--- src/rtl/dcp_arb_unit_if.sv ---
// Stream bundle for dcp_arb_unit: ANUM flattened input lanes merged into one output lane.
// The slave modport is the arbiter's view and the master modport is the traffic source/sink view.
`default_nettype none

interface dcp_arb_unit_if #(
    parameter int DW   = 8,
    parameter int AW   = 4,
    parameter int ANUM = 4,
    parameter int SW   = $clog2(ANUM)
);
    logic [ANUM-1:0]    iVld;
    logic [ANUM*DW-1:0] iPld;
    logic [ANUM*AW-1:0] iDst;
    logic [ANUM-1:0]    iLast;
    logic [ANUM-1:0]    oRdy;
    logic               oVld;
    logic [DW-1:0]      oPld;
    logic [AW-1:0]      oDst;
    logic               oLast;
    logic [SW-1:0]      oSrc;
    logic               iRdyOut;

    modport slave (
        input  iVld, iPld, iDst, iLast, iRdyOut,
        output oRdy, oVld, oPld, oDst, oLast, oSrc
    );

    modport master (
        output iVld, iPld, iDst, iLast, iRdyOut,
        input  oRdy, oVld, oPld, oDst, oLast, oSrc
    );
endinterface

`default_nettype wire

--- src/rtl/dcp_arb_unit.sv ---
// dcp_arb_unit: round-robin N-to-1 stream merge with an optional per-packet grant lock
// and a single registered output stage.
`default_nettype none

module dcp_arb_unit #(
    parameter int DW   = 8,
    parameter int AW   = 4,
    parameter int ANUM = 4,
    parameter int LOCK = 1,
    parameter int SW   = $clog2(ANUM)
) (
    input  wire logic      iClk,
    input  wire logic      iRst_n,
    dcp_arb_unit_if.slave  bus
);

    typedef enum logic [0:0] {
        ST_IDLE   = 1'b0,
        ST_LOCKED = 1'b1
    } state_t;

    state_t          state_q, state_d;
    logic [SW-1:0]   lsrc_q,  lsrc_d;
    logic [SW-1:0]   ptr_q,   ptr_d;
    logic            vld_q,   vld_d;
    logic [DW-1:0]   pld_q,   pld_d;
    logic [AW-1:0]   dst_q,   dst_d;
    logic            last_q,  last_d;
    logic [SW-1:0]   src_q,   src_d;

    logic            srch_hit;
    logic [SW-1:0]   srch_idx;
    logic            gnt_hit;
    logic [SW-1:0]   gnt_idx;
    logic            load;
    logic            accept;
    logic            sel_last;

    // Rotating search starting at ptr; the index wraps explicitly so ANUM need not be a power of two.
    always_comb begin
        logic [SW:0] cand;
        cand     = '0;
        srch_hit = 1'b0;
        srch_idx = '0;
        for (int k = 0; k < ANUM; k++) begin
            cand = {1'b0, ptr_q} + (SW+1)'(k);
            if (cand >= (SW+1)'(ANUM)) begin
                cand = cand - (SW+1)'(ANUM);
            end
            if (!srch_hit && bus.iVld[cand[SW-1:0]]) begin
                srch_hit = 1'b1;
                srch_idx = cand[SW-1:0];
            end
        end
    end

    // A locked source keeps the grant even while its valid is low mid-packet.
    assign gnt_hit  = (state_q == ST_LOCKED) ? 1'b1   : srch_hit;
    assign gnt_idx  = (state_q == ST_LOCKED) ? lsrc_q : srch_idx;
    assign load     = ~vld_q | bus.iRdyOut;
    assign accept   = load & gnt_hit & bus.iVld[gnt_idx];
    assign sel_last = bus.iLast[gnt_idx];

    assign bus.oRdy = (load && gnt_hit && iRst_n) ? (ANUM'(1) << gnt_idx) : '0;

    always_comb begin
        state_d = state_q;
        lsrc_d  = lsrc_q;
        ptr_d   = ptr_q;
        vld_d   = vld_q;
        pld_d   = pld_q;
        dst_d   = dst_q;
        last_d  = last_q;
        src_d   = src_q;
        if (accept) begin
            vld_d  = 1'b1;
            pld_d  = bus.iPld[gnt_idx*DW +: DW];
            dst_d  = bus.iDst[gnt_idx*AW +: AW];
            last_d = sel_last;
            src_d  = gnt_idx;
            ptr_d  = (gnt_idx == SW'(ANUM-1)) ? '0 : gnt_idx + SW'(1);
            if (LOCK != 0) begin
                case (state_q)
                    ST_IDLE: begin
                        if (!sel_last) begin
                            state_d = ST_LOCKED;
                            lsrc_d  = gnt_idx;
                        end
                    end
                    ST_LOCKED: begin
                        if (sel_last) begin
                            state_d = ST_IDLE;
                        end
                    end
                    default: state_d = ST_IDLE;
                endcase
            end
        end else if (load) begin
            vld_d = 1'b0;
        end
    end

    always_ff @(posedge iClk or negedge iRst_n) begin
        if (!iRst_n) begin
            state_q <= ST_IDLE;
            lsrc_q  <= '0;
            ptr_q   <= '0;
            vld_q   <= 1'b0;
            pld_q   <= '0;
            dst_q   <= '0;
            last_q  <= 1'b0;
            src_q   <= '0;
        end else begin
            state_q <= state_d;
            lsrc_q  <= lsrc_d;
            ptr_q   <= ptr_d;
            vld_q   <= vld_d;
            pld_q   <= pld_d;
            dst_q   <= dst_d;
            last_q  <= last_d;
            src_q   <= src_d;
        end
    end

    assign bus.oVld  = vld_q;
    assign bus.oPld  = pld_q;
    assign bus.oDst  = dst_q;
    assign bus.oLast = last_q;
    assign bus.oSrc  = src_q;

endmodule

`default_nettype wire

--- src/flat_wrapper.sv ---
// flat-port wrapper written by rule: the top's interface ports become plain ports
module dcp_arb_unit_flat 
#(
    parameter int DW   = 8,
    parameter int AW   = 4,
    parameter int ANUM = 4,
    parameter int LOCK = 1,
    parameter int SW   = $clog2(ANUM)
)
  (iClk, iRst_n, bus_iVld, bus_iPld, bus_iDst, bus_iLast, bus_iRdyOut, bus_oRdy, bus_oVld, bus_oPld, bus_oDst, bus_oLast, bus_oSrc);
  dcp_arb_unit_if #(.DW(DW), .AW(AW), .ANUM(ANUM), .SW(SW)) bus_i ();
  input  wire logic iClk;
  input  wire logic iRst_n;
  input wire logic [$bits(bus_i.iVld)-1:0] bus_iVld;
  input wire logic [$bits(bus_i.iPld)-1:0] bus_iPld;
  input wire logic [$bits(bus_i.iDst)-1:0] bus_iDst;
  input wire logic [$bits(bus_i.iLast)-1:0] bus_iLast;
  input wire logic [$bits(bus_i.iRdyOut)-1:0] bus_iRdyOut;
  output wire logic [$bits(bus_i.oRdy)-1:0] bus_oRdy;
  output wire logic [$bits(bus_i.oVld)-1:0] bus_oVld;
  output wire logic [$bits(bus_i.oPld)-1:0] bus_oPld;
  output wire logic [$bits(bus_i.oDst)-1:0] bus_oDst;
  output wire logic [$bits(bus_i.oLast)-1:0] bus_oLast;
  output wire logic [$bits(bus_i.oSrc)-1:0] bus_oSrc;
  assign bus_i.iVld = bus_iVld;
  assign bus_i.iPld = bus_iPld;
  assign bus_i.iDst = bus_iDst;
  assign bus_i.iLast = bus_iLast;
  assign bus_i.iRdyOut = bus_iRdyOut;
  assign bus_oRdy = bus_i.oRdy;
  assign bus_oVld = bus_i.oVld;
  assign bus_oPld = bus_i.oPld;
  assign bus_oDst = bus_i.oDst;
  assign bus_oLast = bus_i.oLast;
  assign bus_oSrc = bus_i.oSrc;
  dcp_arb_unit #(.DW(DW), .AW(AW), .ANUM(ANUM), .LOCK(LOCK), .SW(SW)) u_core (.iClk(iClk), .iRst_n(iRst_n), .bus(bus_i));
endmodule
--- config.mk ---
export PLATFORM = sky130hd
export DESIGN_NAME = dcp_arb_unit_flat
export DESIGN_NICKNAME = d
export VERILOG_FILES = /design/src/rtl/dcp_arb_unit_if.sv /design/src/rtl/dcp_arb_unit.sv /design/src/flat_wrapper.sv
export SDC_FILE = /design/constraint.sdc
export NUM_CORES = 1
export LEC_CHECK = 0
export ABC_AREA = 1
export ABC_CLOCK_PERIOD_IN_PS = 2000
export CAP_MARGIN = 20
export CORE_ASPECT_RATIO = 2
export CORE_MARGIN = 2
export CORE_UTILIZATION = 39
export CTS_BUF_LIST = sky130_fd_sc_hd__clkbuf_8
export DETAILED_ROUTE_END_ITERATION = 16
export GPL_TIMING_DRIVEN = 0
export PLACE_DENSITY_LB_ADDON = 0.08
export SLEW_MARGIN = 20
export SYNTH_ARGS = -nofsm -noshare
export SYNTH_HDL_FRONTEND = slang
export SYNTH_SLANG_ARGS = --single-unit
--- constraint.sdc ---
create_clock -name iClk -period 2 [get_ports iClk]
set_input_delay 0.4 -clock iClk [delete_from_list [all_inputs] [get_ports iClk]]
set_output_delay 0.4 -clock iClk [all_outputs]
set_load 0.05 [all_outputs]
==> metrics.yaml <==
status: "finished with violations"
violations: "negative setup slack"
routed_wl_mm: 7.23
clock_path_buffers: 2
cts_tree: "yes"
grt_util_met2_pct: 56.1
dpl.hpwl_mm: 4.43
first_global_vias: 2402
syn-cell-area_um2: 1750
cp-start-kind: "flip-flop"
path_clk_slew_ps: 90
cts_made_buffers: 3
grt_use_total_pct: 28.7
grtUsageMet3_pct: 4.55
ys_warn_count: 0
vias: 2303
synth_simple_gate_area_share_pct: 44.2
clock-sinks: 21
routabilityCongestion: 0.789
antenna_found_initial: 0
muxShareOfSynthArea_pct: 0
worst_pin_slew_ps: 556
grt_overflow_total: 0
fin_worst_skew_ps: 11.8
hold_viol: 0
nets: 458
cts_hold_buf: 0
ant_nets: 0
worst_path_most_repeated_cell: "nand2_2"
grt_pass1_wl_mm: 10.8
ys_seq_elements: 21
dr.pass1.iters: 4
design_area_um2: 3420
grt-busiest-layer: "met2"
placementRows: 34
diodes: 0
synth_compound_area_share_pct: 13.5
critPathTopFamily: "simple AND/OR/NAND/NOR gates"
slew-limit-headroom_pct: 62.9
use_met1_pct: 25.2
seq_area_frac_synth_pct: 30.0
syn_avg_cell_area_um2: 6.60
reg2reg_from: "u_core.ptr_q[0]$_DFFE_PN0P_"
die_area_um2: 5070
cp_slowest_cell: "dfrtp_2"
critPathRequiredTime_ps: 1600
drc: 0
placed_area_um2: 2700
synth_cells: 265
wl_per_cell_um: 16.1
timing.fmax_mhz: 371
cp_num_buf_inv: 6
crit_start: "u_core.ptr_q[0]$_DFFE_PN0P_"
worstSetupEndpointType: "primary output"
h-tree-depth: 1
hp-class: "primary input to async pin"
cts_root_buffer: "clkbuf_8"
worstSetupPathType: "flip-flop to primary output"
finalSetupViolations: 25
worstPathArrival_ps: 2290
crit_chain: "clkinvlp_4 > nand2_2 > nand2_2 > nand2_2 > nand2_2 > nor2_4 > nand3_2 > nand2_2 > inv_2 > nand2_2 > nand2_4 > inv_8 > buf_8 > ha_4 > inv_2 > nor2_4 > buf_8"
core_um2: 4340
io_pins: 79
vias_per_cell: 5.14
drive_gt1_share_pct: 38.8
synth_fp_nets: 328
synth_top_family_by_area: "simple AND/OR/NAND/NOR gates"
start_util_pct: 40.3
rsz0062_at_grt: "true"
fin_crit_ps: 2690
portBuffers: 78
drt-initial-drc-count: 51
areaGrowthSynthToFinish_pct: 95.4
synthAdderAreaFrac_pct: 2.86
fin_crit_sh_pct: 135
drv_cap: 0
fin_ws_ps: -692
cp_max_fo: 4
finalMaxSlewViolations: 0
chipHeight_um: 98.7
die_w_um: 51.4
clk_latency_ps: 270
ys_types: 22
grt_max_degree: 23
synth-xor-area-share_pct: 0
mostFrequentLayoutCells: "nand2_1 (69), clkdlybuf4s50_1 (69), buf_4 (35), nand2_2 (29), nor2_1 (26)"
cp_slowest_stage_delay_ps: 470
[final timing paths]
check                      slack, ps                        endpoint  depth (start not counted)
setup / recovery                -690                     bus_oRdy[1]                         17
hold / removal                   100     u_core.bus.oVld$_DFFE_PN0P_                          1
setup reg to reg                -470  u_core.bus.oDst[3]$_DFFE_PN0P_                         18
hold reg to reg                  490    u_core.lsrc_q[1]$_DFFE_PN0P_                          2
max in group asynchronous       1480     u_core.ptr_q[0]$_DFFE_PN0P_                          1
min in group iClk                490    u_core.lsrc_q[1]$_DFFE_PN0P_                          2
[routing by layer]
| layer | vias to the layer above | part of all wire (%) |
|---|---|---|
| met5 | - | 0 |
| met4 | 0 | 6.5 |
| met3 | 32 | 3.8 |
| met2 | 81 | 58 |
| met1 | 1086 | 31 |
| li1 | 1104 | - |
[state kept, by name, summed over array words and instances, names as in the netlist]
name / count
u_core.bus.oDst: 4
u_core.bus.oLast: 1
u_core.bus.oPld: 8
u_core.bus.oSrc: 2
u_core.bus.oVld: 1
u_core.lsrc_q: 2
u_core.ptr_q: 2
u_core.state_q: 1
[cells by family after synthesis]
| group | count (synthesis) |
|---|---|
| fa+ha+maj | 4 |
| buf+inv | 31 |
| simple gates | 166 |
| flops | 21 |
| compound gates | 43 |
[repair_timing]
action,in CTS,in global routing
endpoints found under the hold margin,0,0
gates cloned,4,1
pin swaps,9,31
endpoints found under the setup margin,25,25
gates resized for setup,89,36
setup buffers,31,13
[cell usage after synthesis, drive strengths merged]
master    n  area [µm²]
buf      11        86.3
dfrtp    21         526
ha        4        50.1
inv      20        77.6
nand2   110         470
nand3    19         120
nor2     37         183
o211ai    1        7.51
o21ai    30         154
o22ai    12        75.1
[metrics by stage]
| stage | std cells | utilization, % | setup slack [ps] | setup TNS, ps | hold WS, ps |
|---|---|---|---|---|---|
| after floorplan | 265 | - | -262 | -1040 | 104 |
| after global placement | 397 | 62.1 | -1680 | -19250 | 463 |
| after detailed placement | 397 | 62.1 | -1700 | -19640 | 468 |
| after CTS | 436 | 74.2 | -616 | -8010 | 486 |
| after global routing | 448 | 78.7 | -782 | -14430 | 140 |
| final | 448 | 78.7 | -692 | -11920 | 102 |
[cell type report]
type                            instances  area (µm²)
Clock buffer                            3        41.3
Timing Repair inverter                  1        7.51
Sequential cell                        21         528
Fill cell                             323         922
Tap cell                               54        67.6
Inverter                               20        97.6
Buffer                                 11         145
Clock inverter                          1        5.00
Timing Repair Buffer                  124        1200
Multi-Input combinational cell        213        1330
Power is not shown: default switching activity piles up to over one toggle a cycle in this logic, so the estimate is an artifact.
